File: config.mk
export PLATFORM = sky130hd
export DESIGN_NAME = seg7_scan_driver
export DESIGN_NICKNAME = d
export VERILOG_FILES = /design/src/rtl/seg7_pkg.sv /design/src/rtl/seg7_glyph.sv /design/src/rtl/seg7_scan_driver.sv
export SDC_FILE = /design/constraint.sdc
export NUM_CORES = 1
export LEC_CHECK = 0
export BUFFER_PORTS_ARGS = -buffer_cell sky130_fd_sc_hd__buf_2
export CAP_MARGIN = 15
export CORE_UTILIZATION = 35
export CTS_CLUSTER_DIAMETER = 30
export CTS_CLUSTER_SIZE = 28
export DETAILED_ROUTE_END_ITERATION = 12
export GPL_ROUTABILITY_DRIVEN = 0
export SKIP_CTS_REPAIR_TIMING = 1
export SLEW_MARGIN = 20
export SYNTH_ARGS = -nofsm -noshare
export SYNTH_HDL_FRONTEND = slang
export SYNTH_SLANG_ARGS = --single-unit
File: constraint.sdc
create_clock -name clk -period 3.7 [get_ports clk]
set_clock_uncertainty 0.2 [all_clocks]
set_input_delay 0.37 -clock clk [delete_from_list [all_inputs] [get_ports clk]]
set_output_delay 0.37 -clock clk [all_outputs]
set_load 0.02 [all_outputs]
File: src/rtl/seg7_pkg.sv
// -----------------------------------------------------------------------------
// seg7_pkg
// Shared constants and helpers for the seven-segment scan driver.
//   GLYPH_TABLE    : 16 active-high glyphs {g,f,e,d,c,b,a}, nibble 0 in the LSBs
//   SEG_OFF        : all segments dark (active-high form)
//   MAX_DIGITS     : largest digit count the driver supports
//   seg7_apply_pol : converts one active-high signal to pin polarity
// -----------------------------------------------------------------------------
package seg7_pkg;

    localparam int MAX_DIGITS = 8;

    localparam logic [6:0] SEG_OFF = 7'h00;

    // Entry n occupies bits [7*n +: 7]; listed from F down to 0.
    localparam logic [16*7-1:0] GLYPH_TABLE = {
        7'h71, 7'h79, 7'h5E, 7'h39, 7'h7C, 7'h77, 7'h67, 7'h7F,
        7'h07, 7'h7D, 7'h6D, 7'h66, 7'h4F, 7'h5B, 7'h06, 7'h3F
    };

    function automatic logic seg7_apply_pol(input logic active, input logic inv);
        return active ^ inv;
    endfunction

endpackage

File: src/rtl/seg7_glyph.sv
// -----------------------------------------------------------------------------
// seg7_glyph
// Combinational hexadecimal nibble to seven-segment glyph decoder.
//   i_nib : nibble to display (0..F)
//   o_seg : active-high segments {g,f,e,d,c,b,a}
// -----------------------------------------------------------------------------
module seg7_glyph
    import seg7_pkg::*;
(
    input  logic [3:0] i_nib,
    output logic [6:0] o_seg
);

    assign o_seg = GLYPH_TABLE[7*int'(i_nib) +: 7];

endmodule

File: src/rtl/seg7_scan_driver.sv
// -----------------------------------------------------------------------------
// seg7_scan_driver
// Time-multiplexed hexadecimal seven-segment driver for 1..8 digits. A value
// captured with load is held in a pending register and copied into a shadow
// register only at frame boundaries, so a frame never mixes old and new data.
// Each digit slot lasts SCAN_DIV cycles: one blank cycle for ghost
// suppression followed by SCAN_DIV-1 cycles showing the digit.
//
// Parameters:
//   DIGITS       : number of digits scanned (1..8)
//   SCAN_DIV     : clock cycles per digit slot (>= 2)
//   COMMON_ANODE : 1 = seg_out/dp_out/dig_sel active-low, 0 = active-high
//
// Ports:
//   clk         : system clock
//   rst_n       : synchronous active-low reset
//   ena         : scan enable; low freezes counters and blanks outputs
//   load        : capture strobe for value/dp_in
//   value       : packed nibbles, digit 0 in bits [3:0]
//   dp_in       : decimal-point request per digit
//   seg_out     : registered segments {g,f,e,d,c,b,a}
//   dp_out      : registered decimal point
//   dig_sel     : registered one-hot digit enable
//   frame_start : one-cycle pulse while the digit 0 blank is on the outputs
//
// Build option:
//   SEG7_LEADING_ZERO_BLANK_EN : when defined, digits above the most
//   significant non-zero nibble have their segments dark (digit 0 is always
//   shown). Undefined: every digit shows its glyph.
// -----------------------------------------------------------------------------
module seg7_scan_driver
    import seg7_pkg::*;
#(
    parameter int DIGITS       = 4,
    parameter int SCAN_DIV     = 1000,
    parameter bit COMMON_ANODE = 1'b0
) (
    input  logic                clk,
    input  logic                rst_n,
    input  logic                ena,
    input  logic                load,
    input  logic [4*DIGITS-1:0] value,
    input  logic [DIGITS-1:0]   dp_in,
    output logic [6:0]          seg_out,
    output logic                dp_out,
    output logic [DIGITS-1:0]   dig_sel,
    output logic                frame_start
);

    localparam int PW = (SCAN_DIV > 1) ? $clog2(SCAN_DIV) : 1;
    localparam int IW = (DIGITS > 1) ? $clog2(DIGITS) : 1;

    localparam logic [PW-1:0] PRESC_LAST = PW'(SCAN_DIV - 1);
    localparam logic [IW-1:0] IDX_LAST   = IW'(DIGITS - 1);

    // Pin levels of a dark / deselected output for the chosen polarity.
    localparam logic [6:0]        SEG_IDLE = {7{COMMON_ANODE}};
    localparam logic [DIGITS-1:0] DIG_IDLE = {DIGITS{COMMON_ANODE}};

    logic [PW-1:0]       r_presc;
    logic [IW-1:0]       r_idx;
    logic [4*DIGITS-1:0] r_pend_val;
    logic [DIGITS-1:0]   r_pend_dp;
    logic [4*DIGITS-1:0] r_shad_val;
    logic [DIGITS-1:0]   r_shad_dp;
    logic [6:0]          r_seg;
    logic                r_dp;
    logic [DIGITS-1:0]   r_dig;
    logic                r_fs;

    logic                w_presc_last;
    logic                w_boundary;
    logic                w_show;
    logic                w_lz_blank;
    logic [3:0]          w_nib;
    logic                w_dp_sel;
    logic [DIGITS-1:0]   w_onehot;
    logic [6:0]          w_glyph;
    logic [6:0]          w_seg_hi;
    logic [DIGITS-1:0]   w_dig_hi;
    logic                w_dp_hi;
    logic [6:0]          w_seg_pin;
    logic [DIGITS-1:0]   w_dig_pin;
    logic                w_dp_pin;

    assign w_presc_last = (r_presc == PRESC_LAST);
    assign w_boundary   = ena && w_presc_last && (r_idx == IDX_LAST);

    // Nibble, decimal point and digit enable for the digit being scanned.
    always_comb begin
        w_nib    = 4'h0;
        w_dp_sel = 1'b0;
        w_onehot = '0;
        for (int d = 0; d < DIGITS; d++) begin
            if (r_idx == IW'(d)) begin
                w_nib       = r_shad_val[4*d +: 4];
                w_dp_sel    = r_shad_dp[d];
                w_onehot[d] = 1'b1;
            end
        end
    end

`ifdef SEG7_LEADING_ZERO_BLANK_EN
    logic [IW-1:0] w_msnz;

    // Highest digit holding a non-zero nibble; stays 0 for an all-zero value
    // so digit 0 is never blanked.
    always_comb begin
        w_msnz = '0;
        for (int d = 0; d < DIGITS; d++) begin
            if (r_shad_val[4*d +: 4] != 4'h0) begin
                w_msnz = IW'(d);
            end
        end
    end

    assign w_lz_blank = (r_idx > w_msnz);
`else
    assign w_lz_blank = 1'b0;
`endif

    seg7_glyph u_glyph (
        .i_nib (w_nib),
        .o_seg (w_glyph)
    );

    // Slot cycle 0 is the ghost-suppression blank.
    assign w_show   = ena && (r_presc != '0);
    assign w_seg_hi = (w_show && !w_lz_blank) ? w_glyph : SEG_OFF;
    assign w_dig_hi = w_show ? w_onehot : '0;
    assign w_dp_hi  = w_show && w_dp_sel;

    always_comb begin
        w_seg_pin = '0;
        w_dig_pin = '0;
        for (int b = 0; b < 7; b++) begin
            w_seg_pin[b] = seg7_apply_pol(w_seg_hi[b], COMMON_ANODE);
        end
        for (int b = 0; b < DIGITS; b++) begin
            w_dig_pin[b] = seg7_apply_pol(w_dig_hi[b], COMMON_ANODE);
        end
        w_dp_pin = seg7_apply_pol(w_dp_hi, COMMON_ANODE);
    end

    always_ff @(posedge clk) begin
        if (!rst_n) begin
            r_presc <= '0;
            r_idx   <= '0;
        end else if (ena) begin
            if (w_presc_last) begin
                r_presc <= '0;
                r_idx   <= (r_idx == IDX_LAST) ? '0 : r_idx + IW'(1);
            end else begin
                r_presc <= r_presc + PW'(1);
            end
        end
    end

    // A load landing on the boundary edge goes straight to the shadow so it
    // is shown in the very next frame rather than one frame later.
    always_ff @(posedge clk) begin
        if (!rst_n) begin
            r_pend_val <= '0;
            r_pend_dp  <= '0;
            r_shad_val <= '0;
            r_shad_dp  <= '0;
        end else begin
            if (load) begin
                r_pend_val <= value;
                r_pend_dp  <= dp_in;
            end
            if (w_boundary) begin
                r_shad_val <= load ? value : r_pend_val;
                r_shad_dp  <= load ? dp_in : r_pend_dp;
            end
        end
    end

    always_ff @(posedge clk) begin
        if (!rst_n) begin
            r_seg <= SEG_IDLE;
            r_dp  <= COMMON_ANODE;
            r_dig <= DIG_IDLE;
            r_fs  <= 1'b0;
        end else begin
            r_seg <= w_seg_pin;
            r_dp  <= w_dp_pin;
            r_dig <= w_dig_pin;
            r_fs  <= ena && (r_presc == '0) && (r_idx == '0);
        end
    end

    assign seg_out     = r_seg;
    assign dp_out      = r_dp;
    assign dig_sel     = r_dig;
    assign frame_start = r_fs;

endmodule

# Word level (Yosys, flattened, before mapping)
# Index checks and enable logic that the tools add are counted.
[op_classes]
n_addsub = 2
mul = 1
eq_ne = 4
n_shift = 1
muxes = 16
reduce_logical = 11
[op_table]
columns = ["cell", "count"]
rows = [
  ["indexed part select 112 x 32 -> 7 bit (first input constant)", 1],
  ["2-to-1 mux 4 bit", 5],
  ["2-to-1 mux 16 bit", 1],
  ["adder 10 x 1 -> 10 bit (second input constant)", 1],
  ["== test 10 bit (second input constant)", 1],
  ["zero test 10 bit", 1],
  ["2-to-1 mux 10 bit", 1],
  ["nonzero test 10 bit", 1],
  ["2-to-1 mux 1 bit", 8],
  ["multiplier 3 x 4 -> 7 bit (first input constant)", 1],
  ["logical AND 1 bit", 6],
  ["== test 2 bit (second input constant)", 2],
  ["AND reduction 2 bit", 2],
  ["adder 2 x 1 -> 2 bit (second input constant)", 1],
  ["== test 2 x 1 -> 1 bit (second input constant)", 1],
  ["zero test 2 bit", 1],
  ["2-to-1 mux 2 bit", 1],
]
[totals]
ff_bits = 65
inputBits = 24

# Longest topological paths before layout
# Gate-level depths: netlist of the first run.
[depth]
word_depth = 7
ltp_mapped = 11

# Cells and area by module
# From an unflattened synthesis of the first run, not the netlist that was laid out.
[hier_totals]
cells_unflattened = 314
area_unflattened_um2 = 2914.0
[modules_own_cells]
columns = ["mod", "n_inst", "cells_each", "area_per_inst_um2"]
rows = [
  ["seg7_scan_driver", 1, 273, 2616.3],
  ["seg7_glyph", 1, 41, 297.8],
]

# Least setup slack after synthesis of the first run
# Ideal clock, no wire load.
[synth_timing]
kind = "reg-to-reg"
startpoint = "register r_idx[0]"
endpoint = "register r_seg[3], in the netlist seg_out[3]"
setup_ns = 0.122
arrival_time_ns = 2.318
required_ns = 3.378
setup_slack_ns = 1.060
path_stages_with_launch = 11
cell_sequence = "dfxtp_1 -> inv_1 -> ha_1 -> nor2b_4 -> a221o_1 -> a22oi_4 -> inv_1 -> ha_1 -> mux2i_1 -> a221oi_1 -> nor2_1"
[synth_via]
elab_chain_cells = 7
word_cells_on_any_way = 10
[synth_lines]
columns = ["element", "line", "source"]
rows = [
  ["from (decl)", "seg7_scan_driver.sv:61", "logic [IW-1:0] r_idx;"],
  ["from (signal assigned)", "seg7_scan_driver.sv:152", "r_idx <= (r_idx == IDX_LAST) ? '0 : r_idx + IW'(1);"],
  ["zero test 2 bit", "seg7_scan_driver.sv:95", "if (r_idx == IW'(d)) begin"],
  ["2-to-1 mux 4 bit (3 in a row)", "seg7_scan_driver.sv:95", ""],
  ["2-to-1 mux 4 bit (*)", "seg7_scan_driver.sv:95", ""],
  ["multiplier 3 x 4 -> 7 bit (*)", "seg7_glyph.sv:14", "assign o_seg = GLYPH_TABLE[7*int'(i_nib) +: 7];"],
  ["indexed part select 112 x 32 -> 7 bit (*)", "seg7_glyph.sv:14", ""],
  ["to (signal assigned)", "seg7_scan_driver.sv:186", "r_seg <= w_seg_pin;"],
  ["to (decl)", "seg7_scan_driver.sv:66", "logic [6:0] r_seg;"],
]
# Mark *: on every way between the ends. The rest lies on a longest branch, timed or not.
# A chain may end at the register's enable or synchronous reset.

# Final worst setup path of the first run
# Same ends and word-level chain as after synthesis.

==> reports/results.ini, run 1 <==
[synth]
syn_nets = 341
yosysSeqAreaShare_pct = 44.9
postSynthRegisterBits = 65
synth_xor_xnor_area_share_pct = 3.02
post_synth_and_or_nand_nor_area_fraction_pct = 18.1
complex_gate_fraction_of_the_synthesized_area_pct = 12.3
post_synthesis_mux_area_share_pct = 9.10
synthesis_warnings = 0
post_synth_num_cell_types = 42
main_combinational_cell_family_by_area_after_synthesis = simple AND/OR/NAND/NOR gates
syn_area_um2 = 2900
netlist_instances = 304
fraction_of_registers_with_async_set_or_reset_after_synthesis_pct = 0
synth_edf_count = 0
synth.avg_cell_area_um2 = 9.54
synth_top_flop_cell = sky130_fd_sc_hd__dfxtp_1
synth_adder_area_share_pct = 5.61

[sta]
final-hold-violation-count = 0
maxSlewHeadroom_pct = 48.6
grt_setup_unrepaired = false
total_negative_setup_slack_ns = 0
hold_slack_ns = 0.135
final_period_minus_worst_setup_slack_ns = 2.90
worst_slew_pin_slew_ns = 0.770
final.period_utilization_pct = 78.5
final_setup_vio_count = 0
clock.fmax_ghz = 0.344
maxSlewViolCount = 0

[critical_path]
worstPathCellList = inv_1, ha_1, nor2b_4, a221o_1, a22oi_4, inv_1, ha_1, mux2i_1, a221oi_1, nor2_1
worst_path_largest_cell_delay_ns = 0.41
cp-start-kind = register
critical_path.max_fanout = 7
worst-endpoint-arrival_ns = 2.93
reg2reg_slack_ns = 0.80
crit_path_top_delay_cell = sky130_fd_sc_hd__dfxtp_1
crit_type = register to register
cp-end-kind = register
timing.critical_path.required_ns = 3.73

[floorplanning]
core_area_um2 = 7890
num_rows = 32
die_width_um = 93.0
vertical_die_dimension_um = 93.0
initial_utilization_pct = 36.8
ioPinCount = 37
dieArea_um2 = 8650

[finish]
post_layout_net_count = 374
mostFrequentLayoutCell = sky130_fd_sc_hd__dfxtp_1
share_of_final_layout_standard_cells_stronger_than_drive_strength_1_pct = 25.1
antenna_cells_inserted = 0
final_cell_mix = sky130_fd_sc_hd__dfxtp_1, sky130_fd_sc_hd__nor2_1, sky130_fd_sc_hd__buf_2
nFillCells = 803
area_delta_synth_final_pct = 14.2

[route]
drt_pass_1_iters = 4
wire_length_per_cell_after_detailed_routing_um = 12.0
routed_wl_um = 5320
via_per_inst = 4.62
drcViolationCount = 0
num_vias = 2050
detail-route-antenna-nets = 0
detail_route.iter0.violations = 62

[clocking]
ctsHtreeMaxLevel = 3
worst_setup_hold_path_clk_slew_ns = 0.07
clock_latency_ns = 0.35
clock_sinks = 65
cts.root.buffer_cell = sky130_fd_sc_hd__clkbuf_8
cts_max_path_buffers = 2
tritoncts_buffers = 9
tritoncts = built

[power]
powerDensity_nw_per_um2 = 425
ir_worst_vdd_uv = 226
leakage_nw = 1.50

[status]
run_status = finished clean

[global_route]
grt_max_degree = 26
grtUsageTotal_pct = 13.7
grt_first_pass_wirelength_um = 9130
globalRouteOverflowTotal = 0
number_of_antenna_violations_at_the_first_check_in_global_routing = 0
via_count_of_the_first_global_routing_pass = 2002

[worst_hold_path]
hp-class = input pin to register

[flow_run]
max-cap-violations = 0

[place]
port-buffer-count = 36
place.detailed.hpwl_um = 3870

[path summary, 6_finish.rpt]
kind / start / to / cells past startpoint
worst min register to register: r_shad_val[14] / r_shad_val[14] / 2
worst min-delay path: dp_in[3] / r_pend_dp[3] / 3
worst max-delay path: r_idx[0] / seg_out[3] / 10
worst max register to register: r_idx[0] / seg_out[3] / 10
[state kept, by name, indices dropped and copies added (netlist names)]
register and count:
r_pend_val 16, r_shad_val 16, r_presc 10, seg_out 7, dig_sel 4, r_pend_dp 4, r_shad_dp 4, r_idx 2
dp_out 1, frame_start 1
[through the flow]
step	setup slack, ns	cells	cell area (um2)	power (W)	util, %
CTS	0.796	444	3310	0.00143	42.0
detailed placement	0.808	428	3120	0.000833	39.5
floorplan	1.06	304	2900	0.000804	-
global placement	0.910	428	3120	0.000832	39.5
finish	0.797	444	3310	0.00141	42.0
global route	0.578	444	3310	0.00147	42.0
[power by group]
part            total, W  internal [W]  leakage [nW]  switching (W)
combinational  0.0000894     0.0000407         0.869      0.0000487
clock           0.000593      0.000311         0.103       0.000282
sequential      0.000726      0.000720         0.529     0.00000607
total            0.00141       0.00107          1.50       0.000337
[Yosys cell counts, types with 4 or more instances]
cell	instances	area [um2]
sky130_fd_sc_hd__xnor2_1	6	52.6
sky130_fd_sc_hd__buf_2	6	30.0
sky130_fd_sc_hd__inv_1	30	113
sky130_fd_sc_hd__a21oi_1	24	120
sky130_fd_sc_hd__dfxtp_1	65	1300
sky130_fd_sc_hd__buf_6	4	45.0
sky130_fd_sc_hd__nand2_1	27	101
sky130_fd_sc_hd__a221oi_1	4	35.0
sky130_fd_sc_hd__nor3_1	5	25.0
sky130_fd_sc_hd__mux2i_1	5	50.1
sky130_fd_sc_hd__and2_1	4	25.0
sky130_fd_sc_hd__nor2_1	41	154
sky130_fd_sc_hd__clkbuf_1	4	15.0
sky130_fd_sc_hd__and3_1	4	25.0
sky130_fd_sc_hd__ha_1	13	163
sky130_fd_sc_hd__xor2_1	4	35.0
sky130_fd_sc_hd__mux2_2	19	214
[per-layer routing]
layer	track usage, %	wire (um)
met5	0	0
met2	22.1	2490
met1	16.6	2520
met4	5.38	77
met3	4.88	235
[critical path: cells and delay by family (launching register included)]
family          cells  cell delay (ns)
fa+ha+maj           2             0.72
mux                 1             0.15
flops               1             0.41
compound gates      3             0.86
buf+inv             2             0.22
simple gates        2             0.24
[cell families (layout without fill, tap and decap cells)]
group                      count (synthesis)  count (layout)
muxes                                     24              24
DFF                                       65              65
adders and majority gates                 13              13
xor gates and xnor gates                  10              10
buffers and inverters                     44              82
AOI/OAI and AO/OA                         46              46
and+or+nand+nor                          102             102
[area by class of cell]
type	instances	area, um2	share of cell area, %
well taps	102	128	3.85
multi-input cells	195	1400	42.1
repair buffers	36	180	5.44
clock buffers	9	124	3.74
inverters	30	113	3.40
flip-flops and latches	65	1300	39.3
clock inverters	7	71.3	2.15
Power figures use the tool's default switching activity.
==> run 2: changes to the inputs <==
==> constraint.sdc (replaced) <==
create_clock -name clk -period 2.8 [get_ports clk]
set_clock_uncertainty 0.2 [all_clocks]
set_input_delay 0.28 -clock clk [delete_from_list [all_inputs] [get_ports clk]]
set_output_delay 0.28 -clock clk [all_outputs]
set_load 0.02 [all_outputs]
==> reports/results.ini, run 2 (synthesis gave the netlist of run 1 again) <==
[power]
leakage_nw = 1.54  ; +2.3%
finalPower_w = 0.00198  ; +40%
powerDensity_nw_per_um2 = 583  ; +37%
ir_worst_vdd_uv = 314  ; +39%

[finish]
antenna_cells_inserted = 0  ; unchanged
layout_top_registers = r_pend_val x16, r_shad_val x16, r_presc x10
final_cell_mix = sky130_fd_sc_hd__dfxtp_1, sky130_fd_sc_hd__nor2_1, sky130_fd_sc_hd__buf_2
post_layout_net_count = 379  ; +1.3%
area_delta_synth_final_pct = 16.8
mostFrequentLayoutCell = sky130_fd_sc_hd__dfxtp_1
share_of_final_layout_standard_cells_stronger_than_drive_strength_1_pct = 26.5  ; +1.4 points
nFillCells = 792  ; -1.4%

[route]
via_per_inst = 4.66  ; +0.96%
drt_pass_1_iters = 4  ; unchanged
wire_length_per_cell_after_detailed_routing_um = 11.7  ; -2.6%
drcViolationCount = 0  ; unchanged
detail-route-antenna-nets = 0  ; unchanged
routed_wl_um = 5250  ; -1.5%
detail_route.iter0.violations = 61  ; -1.6%
num_vias = 2093  ; +2.1%

[status]
run_status = finished clean

[sta]
final_period_minus_worst_setup_slack_ns = 2.59  ; -0.316 ns
maxSlewViolCount = 0  ; unchanged
final.period_utilization_pct = 92.4  ; +14 points
clock.fmax_ghz = 0.386  ; +12%
total_negative_setup_slack_ns = 0  ; unchanged
final_setup_vio_count = 0  ; unchanged
worst_slew_pin_slew_ns = 0.575  ; -0.196 ns
final-hold-violation-count = 0  ; unchanged
maxSlewHeadroom_pct = 61.7  ; +13 points
grt_setup_unrepaired = false

[floorplanning]
ioPinCount = 37  ; unchanged
num_rows = 32  ; unchanged
die_width_um = 93.0  ; unchanged
initial_utilization_pct = 36.8  ; unchanged
vertical_die_dimension_um = 93.0  ; unchanged
core_area_um2 = 7890  ; unchanged
dieArea_um2 = 8650  ; unchanged

[critical_path]
critical_path_buf_inv_count = 2  ; unchanged
crit_type = register to register
cp-end-kind = register
timing.rr.end = seg_out[3]
worst_path_largest_cell_delay_ns = 0.39  ; -0.02 ns
critical_path.top_delay_family = compound AO/OA/AOI/OAI gates
reg2reg_slack_ns = 0.21  ; -0.58 ns
r2r.worst_path.cells = 9  ; -1
worst-endpoint-arrival_ns = 2.61  ; -0.32 ns
timing.critical_path.required_ns = 2.82  ; -0.91 ns
critical_path.reg2reg.startpoint = r_idx[0]
worstPathCellList = inv_1, ha_1, a221o_1, a22oi_4, inv_1, ha_1, mux2i_1, a221oi_1, nor2_1
cp-start-kind = register
crit_path_top_delay_cell = sky130_fd_sc_hd__dfxtp_1
critical_path.max_fanout = 11  ; +4

[clocking]
ctsHtreeMaxLevel = 3  ; unchanged
clock_sinks = 65  ; unchanged
tritoncts_buffers = 9  ; unchanged
cts_max_path_buffers = 2  ; unchanged
worst_setup_hold_path_clk_slew_ns = 0.07  ; about the same
tritoncts = built
clock_latency_ns = 0.34  ; about the same
cts.root.buffer_cell = sky130_fd_sc_hd__clkbuf_8

[worst_hold_path]
holdPathEnd = r_pend_dp[3]
timing.hold.worst_path_depth = 3  ; unchanged
hp-class = input pin to register
min_from = dp_in[3]

[global_route]
grt_first_pass_wirelength_um = 9190  ; +0.68%
grtUsageTotal_pct = 13.7  ; about the same
globalRouteOverflowTotal = 0  ; unchanged
via_count_of_the_first_global_routing_pass = 1937  ; -3.2%
number_of_antenna_violations_at_the_first_check_in_global_routing = 0  ; unchanged
grt_max_degree = 26  ; unchanged

[flow_run]
max-cap-violations = 0  ; unchanged

[place]
place.detailed.hpwl_um = 3850  ; -0.53%
port-buffer-count = 36  ; unchanged

-- run 2: cell count changes in the layout (fill, tap and decap cells not counted), sizes merged --
| cell | previous run | this run |
|---|---|---|
| buf | 36 | 41 |
| bufinv | 1 | 2 |
| clkbuf | 9 | 11 |
| clkinv | 6 | 2 |
| clkinvlp | 0 | 1 |
-- run 2: per-stage QoR --
stage / std cells / hold WS, ns / util (%) / cell area [um2] / worst slack [ns]
after detailed placement: 433 / 0.280 / 40.0 / 3160 / 0.149
final: 449 / 0.0311 / 42.9 / 3390 / 0.212
after global routing: 449 / 0.0303 / 42.9 / 3390 / 0.0353
after global placement: 433 / 0.279 / 40.0 / 3160 / 0.213
after CTS: 449 / 0.0160 / 42.9 / 3380 / 0.147
after floorplan: 304 / 0.247 / - / 2900 / 0.160
-- run 2: worst max-delay path by stage --
| stage | start | end | slack [ns] | depth (start not counted) |
|---|---|---|---|---|
| finish | r_idx[0] | seg_out[3] | 0.21 | 9 |
| global route | r_idx[0] | seg_out[3] | 0.04 | 9 |
| CTS | r_idx[1] | seg_out[3] | 0.15 | 10 |
| detailed placement | r_idx[1] | seg_out[3] | 0.15 | 10 |
| global placement | r_idx[0] | seg_out[3] | 0.21 | 9 |
| floorplan | r_idx[0] | seg_out[3] | 0.16 | 10 |
-- run 2: power by group --
part / internal (W) / switching [W] / leakage, nW
sequential: 0.000951 / 0.00000846 / 0.529
combinational: 0.0000556 / 0.0000653 / 0.891
clock: 0.000546 / 0.000348 / 0.115
total: 0.00155 / 0.000422 / 1.54
-- run 2: final cells by class --
| class | count | area (um2) | area share [%] |
|---|---|---|---|
| multi-input combinational | 195 | 1400 | 41.3 |
| sequential | 65 | 1300 | 38.4 |
| timing repair buffer | 41 | 218 | 6.43 |
| clock buffer | 11 | 151 | 4.47 |
| tap | 102 | 128 | 3.77 |
| inverter | 30 | 113 | 3.32 |
| clock inverter | 5 | 77.6 | 2.29 |
-- run 2: worst reg2reg max path: cells and delay by family, from the launching register on --
family / cells / cell delay [ns]
multiplexers: 1 / 0.15
AND/OR/NAND/NOR: 1 / 0.06
AO/OA/AOI/OAI: 3 / 0.78
flip-flops: 1 / 0.39
adder cells (fa/ha/maj): 2 / 0.71
buffers and inverters: 2 / 0.19
-- run 2: layer usage --
layer / wire (um) / global-route usage [%] / share of wire (%)
met3: 268 / 4.96 / 5.1
met5: 0 / 0 / 0
met4: 61 / 4.62 / 1.2
met2: 2340 / 21.0 / 45
met1: 2580 / 17.8 / 49
==> run 3: changes to the inputs <==
--- a/config.mk
+++ b/config.mk
@@ -12,6 +12,7 @@
 export CTS_CLUSTER_SIZE = 28
 export DETAILED_ROUTE_END_ITERATION = 12
 export GPL_ROUTABILITY_DRIVEN = 0
+export RECOVER_POWER = 50
 export SKIP_CTS_REPAIR_TIMING = 1
 export SLEW_MARGIN = 20
 export SYNTH_ARGS = -nofsm -noshare
==> reports/results.ini, run 3 (synthesis gave the netlist of run 1 again) <==
[finish]
seq_area_um2 = 1300  ; unchanged
final_cell_mix = sky130_fd_sc_hd__dfxtp_1, sky130_fd_sc_hd__nor2_1, sky130_fd_sc_hd__inv_1
mostFrequentLayoutCell = sky130_fd_sc_hd__dfxtp_1
final_core_utilization_pct = 42.6  ; -0.30 points
area_delta_synth_final_pct = 16.0
layout_top_registers = r_pend_val x16, r_shad_val x16, r_presc x10
multiInputGateArea_um2 = 1400  ; -0.18%
post_layout_net_count = 379  ; unchanged
nFillCells = 797  ; +0.63%
antenna_cells_inserted = 0  ; unchanged
share_of_final_layout_standard_cells_stronger_than_drive_strength_1_pct = 21.9  ; -4.6 points
post_layout_nonfiller_instances = 449  ; unchanged

[clocking]
clock_sinks = 65  ; unchanged
worst_setup_hold_path_clk_slew_ns = 0.07  ; about the same
clock_latency_ns = 0.34  ; about the same
cts.root.buffer_cell = sky130_fd_sc_hd__clkbuf_8
cts_max_path_buffers = 2  ; unchanged
tritoncts_buffers = 9  ; unchanged
ctsHtreeMaxLevel = 3  ; unchanged
tritoncts = built

[place]
place.detailed.hpwl_um = 3850  ; unchanged
dp_slack_ns = 0.149  ; unchanged
port-buffer-count = 36  ; unchanged
dpl.cell_count = 433  ; unchanged

[route]
via_per_inst = 4.67  ; +0.14%
drcViolationCount = 0  ; unchanged
drt_pass_1_iters = 4  ; unchanged
routed_wl_um = 5270  ; +0.51%
num_vias = 2096  ; +0.14%
detail-route-antenna-nets = 0  ; unchanged
wire_length_per_cell_after_detailed_routing_um = 11.7  ; +0.51%
detail_route.iter0.violations = 60  ; -1.6%

[sta]
worst_slew_pin_slew_ns = 1.16  ; +0.589 ns
worst_slack_ns = 0.210  ; -0.00163 ns
grt_setup_unrepaired = false
hold_slack_ns = 0.0315  ; +0.000383 ns
final.period_utilization_pct = 92.5  ; about the same
clock.fmax_ghz = 0.386  ; about the same
maxSlewHeadroom_pct = 22.4  ; -39 points
final-hold-violation-count = 0  ; unchanged
maxSlewViolCount = 0  ; unchanged
total_negative_setup_slack_ns = 0  ; unchanged
final_setup_vio_count = 0  ; unchanged
final_period_minus_worst_setup_slack_ns = 2.59  ; +0.00163 ns

[critical_path]
critical_path.max_fanout = 11  ; unchanged
critical_path_buf_inv_count = 2  ; unchanged
cp-start-kind = register
cp-end-kind = register
critical_path.top_delay_family = compound AO/OA/AOI/OAI gates
r2r.worst_path.cells = 9  ; unchanged
worst_path_largest_cell_delay_ns = 0.39  ; about the same
worstPathCellList = inv_1, ha_1, a221o_1, a22oi_4, inv_1, ha_1, mux2i_1, a221oi_1, nor2_1
path_depth = 9  ; unchanged
startpoint = r_idx[0]
crit_path_end = seg_out[3]
timing.critical_path.required_ns = 2.82  ; about the same
crit_type = register to register
critical_path.reg2reg.startpoint = r_idx[0]
crit_path_top_delay_cell = sky130_fd_sc_hd__dfxtp_1
timing.rr.end = seg_out[3]
reg2reg_slack_ns = 0.21  ; about the same
worst-endpoint-arrival_ns = 2.61  ; about the same

[floorplanning]
initial_utilization_pct = 36.8  ; unchanged
dieArea_um2 = 8650  ; unchanged
vertical_die_dimension_um = 93.0  ; unchanged
core_area_um2 = 7890  ; unchanged
num_rows = 32  ; unchanged
die_width_um = 93.0  ; unchanged
ioPinCount = 37  ; unchanged

[status]
run_status = finished clean

[global_route]
via_count_of_the_first_global_routing_pass = 1937  ; unchanged
grt_max_degree = 26  ; unchanged
number_of_antenna_violations_at_the_first_check_in_global_routing = 0  ; unchanged
grt_first_pass_wirelength_um = 9190  ; unchanged
globalRouteOverflowTotal = 0  ; unchanged
grtUsageTotal_pct = 13.7  ; unchanged

[flow_run]
max-cap-violations = 0  ; unchanged

[power]
leakage_nw = 1.47  ; -4.0%
powerDensity_nw_per_um2 = 587  ; +0.62%
ir_worst_vdd_uv = 314  ; about the same

[worst_hold_path]
hp-class = input pin to register

## run 3: cell types whose count changed in the layout (fill, tap and decap cells not counted)
cell | previous run | this run
sky130_fd_sc_hd__clkbuf_1 | 0 | 15
sky130_fd_sc_hd__buf_4 | 5 | 4
sky130_fd_sc_hd__buf_2 | 36 | 22
sky130_fd_sc_hd__and4_1 | 2 | 3
sky130_fd_sc_hd__and4_4 | 1 | 0
## run 3: routing by layer
metal  routed length, um  part of all wire (%)  vias to the layer above  global-route usage [%]
met3                 266                   5.0                        7                    4.96
li1                    -                     -                     1093                       -
met1                2620                    50                      954                    17.8
met4                  61                   1.2                        0                    4.62
met5                   0                     0                        -                       0
met2                2330                    44                       42                    21.0
## run 3: cell type report
type                       instances  area share (%)
clock buffer                      11            4.50
clock inverter                     5            2.31
inverter                          30            3.35
multi-input combinational        195            41.5
sequential                        65            38.7
tap                              102            3.79
timing repair buffer              41            5.84
## run 3: worst reg2reg max path: stages (launching register included)
cell	delay, ns
sky130_fd_sc_hd__dfxtp_1	0.39
sky130_fd_sc_hd__inv_1	0.09
sky130_fd_sc_hd__ha_1	0.34
sky130_fd_sc_hd__a221o_1	0.35
sky130_fd_sc_hd__a22oi_4	0.14
sky130_fd_sc_hd__inv_1	0.10
sky130_fd_sc_hd__ha_1	0.37
sky130_fd_sc_hd__mux2i_1	0.15
sky130_fd_sc_hd__a221oi_1	0.29
sky130_fd_sc_hd__nor2_1	0.06
## run 3: worst min-delay path by stage
stage / startpoint / endpoint / slack, ns / cells past startpoint
2_1_floorplan: dp_in[3] / r_pend_dp[3] / 0.25 / 2
3_3_place_gp: r_shad_val[15] / r_shad_val[15] / 0.28 / 2
3_5_place_dp: r_shad_val[8] / r_shad_val[8] / 0.28 / 2
4_1_cts: dp_in[3] / r_pend_dp[3] / 0.02 / 3
5_1_grt: dp_in[3] / r_pend_dp[3] / 0.03 / 3
6_report: dp_in[3] / r_pend_dp[3] / 0.03 / 3
## run 3: per-stage QoR
stage,power (W),instance area [um2]
2_1_floorplan,0.00106,2900
3_3_place_gp,0.00110,3160
3_5_place_dp,0.00110,3160
4_1_cts,0.00200,3380
5_1_grt,0.00206,3360
6_report,0.00197,3360
## run 3: power by group
group          switching, W  internal (W)  leakage [nW]
Combinational     0.0000653     0.0000538         0.830
Clock              0.000348      0.000546         0.115
Sequential       0.00000870      0.000952         0.529
Total              0.000422       0.00155          1.47
